[src/rtl/counter_event_fifo.sv]
// counter_event_fifo: turns rising edges of the counter's max/zero flags into
// typed events and buffers them in a first-word-fall-through FIFO with drop accounting.
module counter_event_fifo #(
    parameter int WIDTH = 16,
    parameter int DEPTH = 4
) (
    input  logic             clk,
    input  logic             rst_n,
    input  logic [WIDTH-1:0] count_out,
    input  logic             max_count,
    input  logic             zero_flag,
    output logic             ev_valid,
    input  logic             ev_ready,
    output logic [1:0]       ev_type,
    output logic [WIDTH-1:0] ev_value,
    output logic             overflow,
    output logic [7:0]       drop_cnt
);
    localparam int AW = $clog2(DEPTH);

    logic             max_q, zero_q;
    logic             rise_max, rise_zero, ev_new;
    logic             full, empty, push, pop, drop;
    logic [AW:0]      wr_ptr, rd_ptr;
    logic [1:0]       type_mem  [DEPTH];
    logic [WIDTH-1:0] value_mem [DEPTH];

    assign rise_max  = max_count & ~max_q;
    assign rise_zero = zero_flag & ~zero_q;
    assign ev_new    = rise_max | rise_zero;
    assign empty     = wr_ptr == rd_ptr;
    assign full      = (wr_ptr[AW] != rd_ptr[AW]) && (wr_ptr[AW-1:0] == rd_ptr[AW-1:0]);
    assign pop       = ev_valid & ev_ready;
    // A pop on the same edge frees a slot, so a full FIFO still accepts the event
    assign push      = ev_new & (~full | pop);
    assign drop      = ev_new & full & ~pop;

    assign ev_valid  = ~empty;
    assign ev_type   = empty ? 2'b00 : type_mem[rd_ptr[AW-1:0]];
    assign ev_value  = empty ? '0 : value_mem[rd_ptr[AW-1:0]];

    always_ff @(posedge clk or negedge rst_n) begin
        if (!rst_n) begin
            max_q    <= 1'b1;
            zero_q   <= 1'b1;
            wr_ptr   <= '0;
            rd_ptr   <= '0;
            overflow <= 1'b0;
            drop_cnt <= 8'd0;
        end else begin
            max_q    <= max_count;
            zero_q   <= zero_flag;
            wr_ptr   <= push ? wr_ptr + (AW+1)'(1) : wr_ptr;
            rd_ptr   <= pop ? rd_ptr + (AW+1)'(1) : rd_ptr;
            overflow <= overflow | drop;
            drop_cnt <= (drop && drop_cnt != 8'hFF) ? drop_cnt + 8'd1 : drop_cnt;
        end
    end

    always_ff @(posedge clk) begin
        if (push) begin
            type_mem[wr_ptr[AW-1:0]]  <= {rise_zero, rise_max};
            value_mem[wr_ptr[AW-1:0]] <= count_out;
        end
    end
endmodule

[config.mk]
export PLATFORM = sky130hd
export DESIGN_NAME = counter_event_fifo
export DESIGN_NICKNAME = d
export VERILOG_FILES = /design/src/rtl/counter_event_fifo.sv
export SDC_FILE = /design/constraint.sdc
export NUM_CORES = 1
export LEC_CHECK = 0
export ABC_CLOCK_PERIOD_IN_PS = 3600
export BUFFER_PORTS_ARGS = -buffer_cell sky130_fd_sc_hd__buf_2
export CAP_MARGIN = 0
export CORE_UTILIZATION = 58
export DETAILED_ROUTE_END_ITERATION = 8
export PLACE_DENSITY = 0.89
export SYNTH_ARGS = -nofsm -noshare
export SYNTH_HDL_FRONTEND = slang
export SYNTH_SLANG_ARGS = --single-unit
[constraint.sdc]
create_clock -name clk -period 3.6 [get_ports clk]
set_input_delay 0.18 -clock clk [delete_from_list [all_inputs] [get_ports clk]]
set_output_delay 0.18 -clock clk [all_outputs]
set_load 0.03 [all_outputs]
Word level (Yosys, flattened, before mapping)
Memory sizes are Yosys's and may differ from the RTL's.
Index checks and enable logic that the tools add are counted.
{"block": "classes", "add_sub_neg": 3, "n_eq_ne": 4, "mux": 4, "bitwise": 14, "reduce_logical": 2}
{"operator": "2-to-1 mux 16 bit", "n": 1}
{"operator": "adder 8 x 1 -> 8 bit (second input constant)", "n": 1}
{"operator": "inequality test 8 bit (second input constant)", "n": 1}
{"operator": "adder 3 x 1 -> 3 bit (second input constant)", "n": 2}
{"operator": "AND 1 bit", "n": 6}
{"operator": "inverter 1 bit", "n": 5}
{"operator": "== test 3 bit", "n": 1}
{"operator": "OR 1 bit", "n": 3}
{"operator": "== test 2 bit", "n": 1}
{"operator": "logical AND 1 bit", "n": 2}
{"operator": "2-to-1 mux 1 bit", "n": 2}
{"operator": "2-to-1 mux 2 bit", "n": 1}
{"operator": "inequality test 1 bit", "n": 1}
{"block": "totals", "ff_bits": 17, "mem_bits_rw": 72, "input_bits": 21, "word_cells": 35, "memories": 2}
{"name": "value_mem", "depth": 4, "word_bits": 16, "read_ports": 1, "rd_clocked_by_memory_dff": 0, "write_ports": 1, "line_no": "26", "source": "logic [WIDTH-1:0] value_mem [DEPTH];"}
{"name": "type_mem", "depth": 4, "word_bits": 2, "read_ports": 1, "rd_clocked_by_memory_dff": 0, "write_ports": 1, "line_no": "25", "source": "logic [1:0] type_mem [DEPTH];"}

Depth between registers and ports, before layout
Gate-level depths: netlist (run 1).
{"block": "depth", "depth_word": 7, "mapped_depth": 5}

Least setup slack after synthesis (run 1)
Ideal clock, no wire load.
{"block": "synth_timing", "path_type": "register to output", "from": "reg rd_ptr[0]", "to": "out ev_value[10]", "t_arrival_ps": 1662, "path_slack_ps": 1758, "path_stages_with_launch": 5, "path_buffers": 2, "path_cell_list": "dfrtp_1 -> buf_2 -> buf_4 -> mux4_2 -> and2_1"}
{"block": "synth_between", "elab_chain_len": 2}
{"element": "from (decl)", "line_no": "24", "source": "logic [AW:0] wr_ptr, rd_ptr;"}
{"element": "from (signal assigned)", "line_no": "54", "source": "rd_ptr <= pop ? rd_ptr + (AW+1)'(1) : rd_ptr;"}
{"element": "memory (4 x 16 bit) or == test 3 bit (tied branches)"}
{"element": "2-to-1 mux 16 bit *", "line_no": "40", "source": "assign ev_value = empty ? '0 : value_mem[rd_ptr[AW-1:0]];"}
{"element": "to (decl)", "line_no": "15", "source": "output logic [WIDTH-1:0] ev_value,"}
Every way passes the cells marked *; elsewhere a longest branch is shown, timed or not.

Final worst setup path (run 1)
{"block": "layout_timing", "from": "reg wr_ptr[0]", "to": "out ev_type[1]"}
{"block": "layout_between", "elab_chain_len": 2}
{"element": "from (decl)", "line_no": "24"}
{"element": "from (signal assigned)", "line_no": "53", "source": "wr_ptr <= push ? wr_ptr + (AW+1)'(1) : wr_ptr;"}
{"element": "== test 3 bit", "line_no": "31", "source": "assign empty = wr_ptr == rd_ptr;"}
{"element": "2-to-1 mux 2 bit", "line_no": "39", "source": "assign ev_type = empty ? 2'b00 : type_mem[rd_ptr[AW-1:0]];"}
{"element": "to (decl)", "line_no": "14", "source": "output logic [1:0] ev_type,"}
Every way passes these cells.

==> metrics.md, run 1 <==
| Metric | Value |
|---|---|
| Synth top area share | `0.600` |
| Final min period | `2.30 ns` |
| Share of cells above drive strength 1 | `0.353` |
| Post-synthesis instance total | `190` |
| Largest family of logic cells by synthesized area | `multiplexers` |
| Fillers | `409` |
| RD Place Congestion | `0.695` |
| Worst-margin pin slew | `1.00 ns` |
| Critical path class | `reg2out` |
| LEAKAGE | `1.54 nW` |
| Setup repair bufs after CTS | `0` |
| CTS max path bufs | `2` |
| Outcome | `finished, final reports clean` |
| First-pass GRT wire length | `8680 µm` |
| Netlist cell types | `36` |
| # diodes | `0` |
| Final period util | `0.639` |
| Clock root cell | `clkbuf_8` |
| DIE HEIGHT | `80.9 µm` |
| Sequential Area | `0.00259 mm²` |
| Post-synth top flop | `edfxtp_1` |
| I/O Pins | `49` |
| Worst Hold Class | `in2reg` |
| Unrepaired setup endpoints after global routing | `false` |
| Drt wl/cell | `17.3 µm` |
| Antenna violations before repair | `0` |
| Number of max-slew violations in the final report | `0` |
| Post-Route WL | `5650 µm` |
| Routed met2 length | `3100 µm` |
| Crit Path Max Fanout | `21` |
| Mux cell area share after synthesis | `0.122` |
| Post-DRT Antenna Nets | `0` |
| #FFs+latches synth | `89` |
| Simple-gate share of the synthesized area | `0.0847` |
| Initial Util | `0.605` |
| Crit end category | `primary output` |
| Compound-Gate Fraction of Synth Area | `0.0101` |
| Core area | `0.00596 mm²` |
| Commonest cells after routing, fill and taps aside | `72 x edfxtp_1, 48 x buf_2, 19 x and2_1` |
| Die Area | `0.00654 mm²` |
| Ys Warns | `0` |
| DR iter-0 viols | `59` |
| Commonest non-fill, non-tap cell in the layout | `edfxtp_1` |
| Final Util | `0.690` |
| Vias per cell | `5.58` |
| FMAX | `435 MHz` |
| GR Util All Layers | `0.192` |
| CTS tree | `done` |
| Post-Syn Nets | `217` |
| Router iterations before antenna repair | `4` |
| Routed wl met3 | `196 µm` |
| Vias in the first global route | `1778` |
| # clock sinks | `89` |
| Synth top area cells | `edfxtp_1 60%, mux4_2 11%, dfrtp_1 10%, and2_1 3.3%, ha_1 2.1%` |
| Post-Synth Adder-Cell Area | `0.0208` |
| Die W | `80.9 µm` |
| Port bufs | `48` |
| Largest net degree at the start of global routing | `22` |
| Worst-path clk slew | `0.08 ns` |
| Worst Skew | `0.00601 ns` |
| DR top layer | `met4` |
| Setup TNS | `0 ns` |
| Setup crit start kind | `flop` |
| Layout Nets | `274` |
| Worst VDD drop | `0.543 mV` |
| Final Setup Violations | `0` |
| Htree depth | `3` |
| P&R area growth vs syn | `13.9%` |
| Multi-input gate area | `961 µm²` |
| Final Cell Area | `0.00411 mm²` |
| Share of flip-flops with an asynchronous set or reset | `0.191` |
| Total gr overflow | `0` |
| Final hold vios | `0` |
| CTS Buf Count | `9` |
| Detail Placement HPWL | `3750 µm` |
| Post-CTS Resized | `0` |
| Data required, critical path | `3.42 ns` |
| Placed Instance Area | `0.00392 mm²` |
| Relative slew margins | `0.333` |
| Register area share after synthesis | `0.718` |
| Largest area contributor in the netlist | `edfxtp_1` |
| Synthesized cell area | `0.00361 mm²` |
| Worst skew pair latency | `0.34 ns` |
| Routed vias | `1825` |
| Post-synth EDFFs | `72` |
| Max Cap Violations | `0` |
| Xor and xnor fraction of the mapped netlist area | `0.0291` |
| Row Count | `28` |
| Routed length on met1 | `2230 µm` |
| DRC | `0` |
| Pwr dens | `867 mW/mm²` |
| Avg Cell Area, Syn | `19.0 µm²` |
| Arr. time, crit path | `2.12 ns` |
state kept, by name (all words and copies together) (netlist names):
register,flops
drop_cnt,8
max_q,1
overflow,1
rd_ptr,3
type_mem,8
value_mem,64
wr_ptr,3
zero_q,1
what timing repair did:
| item | CTS | global route |
|---|---|---|
| hold buffers | 3 | 0 |
| endpoints found under the hold margin | 17 | 0 |
| endpoints found under the setup margin | 0 | 0 |
synthesized netlist by cell type (2+ instances only):
library cell / instances
and2_1: 19
and3_1: 4
buf_2: 2
clkbuf_1: 2
dfrtp_1: 15
dfstp_2: 2
edfxtp_1: 72
ha_1: 6
inv_1: 4
mux2_1: 3
mux4_2: 18
nand2_1: 3
nand3_1: 5
nor2b_1: 2
nor4_1: 2
xnor2_1: 5
xor2_1: 7
area by class of cell:
| class | instances | area share |
|---|---|---|
| flip-flops and latches | 89 | 0.631 |
| multi-input cells | 90 | 0.234 |
| repair buffers | 53 | 0.0694 |
| clock buffers | 10 | 0.0311 |
| well taps | 75 | 0.0228 |
| clock inverters | 6 | 0.00853 |
| inverters | 4 | 0.00366 |
power by group:
group	switching (W)	total, W	internal [W]
Clock	0.000317	0.000563	0.000246
Combinational	0.000981	0.00156	0.000581
Sequential	0.0000918	0.00144	0.00134
critical path, stage by stage, from the launching register on:
cell and delay [ns]:
dfrtp_1 0.43, xnor2_1 0.25, nand3b_1 0.56, and2_1 0.36, buf_2 0.18
final timing paths:
check / endpoint / start / depth (start not counted) / slack [ns]
setup / recovery: ev_type[1] / wr_ptr[0]$_DFFE_PN0P_ / 4 / 1.30
min in group asynchronous: drop_cnt[3]$_DFFE_PN0P_ / rst_n / 2 / 0.28
setup reg to reg: wr_ptr[2]$_DFFE_PN0P_ / wr_ptr[0]$_DFFE_PN0P_ / 4 / 1.43
hold reg to reg: overflow$_DFF_PN0_ / overflow$_DFF_PN0_ / 1 / 0.50
hold / removal: value_mem[3][14]$_DFFE_PP_ / count_out[14] / 1 / 0.05
max in group asynchronous: zero_q$_DFF_PN1_ / rst_n / 2 / 3.01
cell families after synthesis:
kind of cell	after synthesis
DFF	89
and+or+nand+nor	46
muxes	21
xor gates and xnor gates	12
buffers and inverters	11
adders and majority gates	6
AOI/OAI and AO/OA	5
metal layers:
layer  vias up  global-route usage
met4         0               0.113
met1       921               0.225
met2        44               0.327
met3        10              0.0382
met5         -                   0
li1        850                   -
metrics by stage:
stage / hold slack, ns / setup slack, ns / instances / power (W)
detailed placement: 0.121 / 1.41 / 308 / 0.00304
CTS: 0.0304 / 1.24 / 327 / 0.00360
finish: 0.0485 / 1.30 / 327 / 0.00356
global placement: 0.113 / 1.49 / 308 / 0.00300
floorplan: -0.116 / 1.76 / 190 / 0.00265
global route: 0.0319 / 1.10 / 327 / 0.00377
No activity file was read; power rests on OpenSTA's default activity.
==> run 2, diff against run 1 <==
==> config.mk (replaced) <==
export PLATFORM = sky130hd
export DESIGN_NAME = counter_event_fifo
export DESIGN_NICKNAME = d
export VERILOG_FILES = /design/src/rtl/counter_event_fifo.sv
export SDC_FILE = /design/constraint.sdc
export NUM_CORES = 1
export LEC_CHECK = 0
export ABC_AREA = 1
export ABC_CLOCK_PERIOD_IN_PS = 1900
export BUFFER_PORTS_ARGS = -buffer_cell sky130_fd_sc_hd__buf_2
export CAP_MARGIN = 0
export CORE_UTILIZATION = 52
export DETAILED_ROUTE_END_ITERATION = 8
export PLACE_DENSITY = 0.85
export SYNTH_ARGS = -nofsm -noshare
export SYNTH_HDL_FRONTEND = slang
export SYNTH_SLANG_ARGS = --single-unit
==> constraint.sdc (replaced) <==
create_clock -name clk -period 1.9 [get_ports clk]
set_input_delay 0.095 -clock clk [delete_from_list [all_inputs] [get_ports clk]]
set_output_delay 0.095 -clock clk [all_outputs]
set_load 0.03 [all_outputs]
==> run 2 against run 1 <==
- utilization decreased by 4.1 points
- wire length increased by 43%
- clock power increased by 130%
- final area increased by 15%
- via count increased by 53%
- critical path depth increased by 3
- sequential share of layout area decreased by 8.3 points
- hold slack improved by 0.086 ns
==> metrics.md, run 2 <==
| Metric | Value |
|---|---|
| CTS Buf Count | `9 (unchanged)` |
| Antenna violations before repair | `0 (unchanged)` |
| Arr. time, crit path | `1.71 ns (was 2.12 ns)` |
| Cell mode on critical path | `inv_1` |
| Part of the power in the clock network | `0.176 (was 0.158)` |
| Max incr delay on CP | `0.44 ns (was 0.56 ns)` |
| DR iter-0 viols | `237 (was 59)` |
| Share of flip-flops with an asynchronous set or reset | `0.191 (unchanged)` |
| Max FFs per register | `64 (unchanged)` |
| Routed length on met1 | `3300 µm (was 2230 µm)` |
| Final Setup Violations | `0 (unchanged)` |
| Vias per cell | `5.24 (was 5.58)` |
| DR top layer | `met4 (unchanged)` |
| Commonest cells after routing, fill and taps aside | `72 x edfxtp_1, 64 x nand2_1, 48 x buf_2 (was 72 x edfxtp_1, 48 x buf_2, 19 x and2_1)` |
| Critical path class | `reg2out (unchanged)` |
| Setup repair bufs after CTS | `0 (unchanged)` |
| Worst skew pair latency | `0.35 ns (was 0.34 ns)` |
| Router iterations before antenna repair | `4 (unchanged)` |
| Row Count | `31 (was 28)` |
| Max Cap Violations | `0 (unchanged)` |
| First-pass GRT wire length | `13000 µm (was 8680 µm)` |
| Outcome | `finished, final reports clean (unchanged)` |
| # diodes | `0 (unchanged)` |
| Post-synth EDFFs | `72 (unchanged)` |
| Final Util | `0.649 (was 0.690)` |
| Largest net degree at the start of global routing | `38 (was 22)` |
| Setup TNS | `0 ns (unchanged)` |
| Post-Route WL | `8080 µm (was 5650 µm)` |
| Slowest cell on the critical path | `dfrtp_1 (was nand3b_1)` |
| Total power draw | `0.00746 W (was 0.00356 W)` |
| Layout Nets | `457 (was 274)` |
| Avg Cell Area, Syn | `11.2 µm² (was 19.0 µm²)` |
| Synth top area cells | `edfxtp_1 55%, dfrtp_1 9.5%, nand2_1 6.1%, o21ai_0 5.0%, nor2_1 4.4% (was edfxtp_1 60%, mux4_2 11%, dfrtp_1 10%, and2_1 3.3%, ha_1 2.1%)` |
| #FFs+latches synth | `89 (unchanged)` |
| Seq pwr share | `0.362 (was 0.403)` |
| Routed met2 length | `4270 µm (was 3100 µm)` |
| Netlist cell types | `30 (was 36)` |
| Post-DRT Antenna Nets | `0 (unchanged)` |
| Top post-synthesis cells by count | `72 x edfxtp_1, 64 x nand2_1, 46 x nor2_1 (was 72 x edfxtp_1, 19 x and2_1, 18 x mux4_2)` |
| Setup crit start kind | `flop (unchanged)` |
| Number of max-slew violations in the final report | `0 (unchanged)` |
| Detail Placement HPWL | `5300 µm (was 3750 µm)` |
| Final setup margin | `0.0993 ns (was 1.30 ns)` |
| # clock sinks | `89 (unchanged)` |
| Die W | `89.0 µm (was 80.9 µm)` |
| Post-synth top flop | `edfxtp_1 (unchanged)` |
| Final hold vios | `0 (unchanged)` |
| I/O Pins | `49 (unchanged)` |
| Core area | `0.00729 mm² (was 0.00596 mm²)` |
| CTS tree | `done (unchanged)` |
| Post-synthesis instance total | `350 (was 190)` |
| Final min period | `1.80 ns` |
| P&R area growth vs syn | `20.3% (was 13.9%)` |
| Relative slew margins | `0.731 (was 0.333)` |
| GR Util All Layers | `0.222 (was 0.192)` |
| Switch Pwr | `0.00323 W (was 0.00139 W)` |
| RD Place Congestion | `0.818 (was 0.695)` |
| Die Area | `0.00791 mm² (was 0.00654 mm²)` |
| Worst path cell trace | `inv_1 -> buf_8 -> o21ai_0 -> o22ai_1 -> nand2_1 -> inv_1 -> buf_2 (was xnor2_1 -> nand3b_1 -> and2_1 -> buf_2)` |
| Pwr dens | `1580 mW/mm² (was 867 mW/mm²)` |
| FMAX | `555 MHz` |
| DRC | `0 (unchanged)` |
| Synth top area share | `0.550 (was 0.600)` |
| Combinational share of power | `0.462 (was 0.439)` |
| Minimum hold slack | `0.135 ns (was 0.0485 ns)` |
| LEAKAGE | `2.01 nW (was 1.54 nW)` |
| Fillers | `550 (was 409)` |
| Switching fraction of total power | `0.433 (was 0.390)` |
| Data required, critical path | `1.80 ns (was 3.42 ns)` |
| Post-Syn Nets | `377 (was 217)` |
| Dpl ws | `0.209 ns (was 1.41 ns)` |
| CP Buf/Inv Count | `4 (was 1)` |
| Commonest non-fill, non-tap cell in the layout | `edfxtp_1 (unchanged)` |
| Synthesized cell area | `0.00393 mm² (was 0.00361 mm²)` |
| Worst Hold Class | `in2reg (unchanged)` |
| Worst-path clk slew | `0.09 ns (was 0.08 ns)` |
| Initial Util | `0.539 (was 0.605)` |
| Routed vias | `2797 (was 1825)` |
| Vias in the first global route | `2809 (was 1778)` |
| Crit Path Max Fanout | `19 (was 21)` |
| Clock root cell | `clkbuf_8 (unchanged)` |
| Int Power | `0.00423 W (was 0.00217 W)` |
| Largest area contributor in the netlist | `edfxtp_1 (unchanged)` |
| Sequential Area | `0.00259 mm² (about the same)` |
| Final period util | `0.948` |
| Port bufs | `48 (unchanged)` |
| Share of cells above drive strength 1 | `0.232 (was 0.353)` |
| Worst-margin pin slew | `0.403 ns (was 1.00 ns)` |
| Multi-input gate area | `0.00107 mm² (was 961 µm²)` |
| Most frequent cell after synthesis | `edfxtp_1 (unchanged)` |
| CTS max path bufs | `2 (unchanged)` |
| DIE HEIGHT | `89.0 µm (was 80.9 µm)` |
| Register area share after synthesis | `0.659 (was 0.718)` |
| Ys Warns | `0 (unchanged)` |
| Htree depth | `3 (unchanged)` |
| Worst Skew | `0.0145 ns (was 0.00601 ns)` |
| Critical path's top delay family | `buffers and inverters (was simple AND/OR/NAND/NOR gates)` |
| Worst VDD drop | `1.11 mV (was 0.543 mV)` |
| Crit end category | `primary output (unchanged)` |
| Drt wl/cell | `15.1 µm (was 17.3 µm)` |
| Total gr overflow | `0 (unchanged)` |
| Routed wl met3 | `412 µm (was 196 µm)` |
run 2: cell type report:
| class | instances | share of cell area |
|---|---|---|
| tap | 99 | 0.0262 |
| clock buffer | 10 | 0.0270 |
| multi-input combinational | 206 | 0.227 |
| timing repair buffer | 85 | 0.125 |
| clock inverter | 6 | 0.0161 |
| sequential | 89 | 0.548 |
| inverter | 39 | 0.0315 |
run 2: metrics by stage:
stage                     cells  area [µm²]
after floorplan             350        3930
after global placement      499        4310
after detailed placement    499        4310
after CTS                   534        4710
after global routing        534        4730
final                       534        4730
run 2: logic make-up (layout without fill, tap and decap cells):
logic type,count (synthesis),after routing,synth area share
AOI/OAI and AO/OA,63,63,0.0929
xor gates and xnor gates,4,4,0.00891
adders and majority gates,6,6,0.0191
buffers and inverters,55,140,0.0687
DFF,89,89,0.659
and+or+nand+nor,133,133,0.152
run 2: what timing repair did:
action	CTS	global route
resized for setup	2	5
setup endpoints to repair	14	15
gates cloned	0	0
endpoints found under the hold margin	83	0
hold buffers	19	0
run 2: power groups by stage:
stage / clock, W / sequential, W / combinational, W
CTS: 0.00133 / 0.00269 / 0.00340
global route: 0.00141 / 0.00273 / 0.00379
finish: 0.00131 / 0.00270 / 0.00345
detailed placement: 0 / 0.00273 / 0.00335
global placement: 0 / 0.00271 / 0.00323
floorplan: 0 / 0.00275 / 0.00243
run 2: layer usage:
| layer | up-vias | GRT usage |
|---|---|---|
| li1 | 1347 | - |
| met1 | 1348 | 0.264 |
| met2 | 90 | 0.393 |
| met3 | 12 | 0.0526 |
| met4 | 0 | 0.0851 |
| met5 | - | 0 |
run 2: path summary, 6_finish.rpt:
kind                                                  end  cells after the start                   from  slack (ns)
worst max-delay path                          ev_value[9]                      7  rd_ptr[1]$_DFFE_PN0P_         0.1
worst min-delay path                rd_ptr[0]$_DFFE_PN0P_                      3               ev_ready        0.13
worst max register to register  value_mem[3][4]$_DFFE_PP_                      4        max_q$_DFF_PN1_        0.19
worst min register to register         overflow$_DFF_PN0_                      1     overflow$_DFF_PN0_        0.47
max in group asynchronous                zero_q$_DFF_PN1_                      2                  rst_n        1.39
min in group asynchronous         drop_cnt[5]$_DFFE_PN0P_                      2                  rst_n        0.19
run 2: tightest hold or removal path, stage by stage:
cell	delay, ns
buf_2	0.11
nand2_1	0.15
xor2_1	0.10
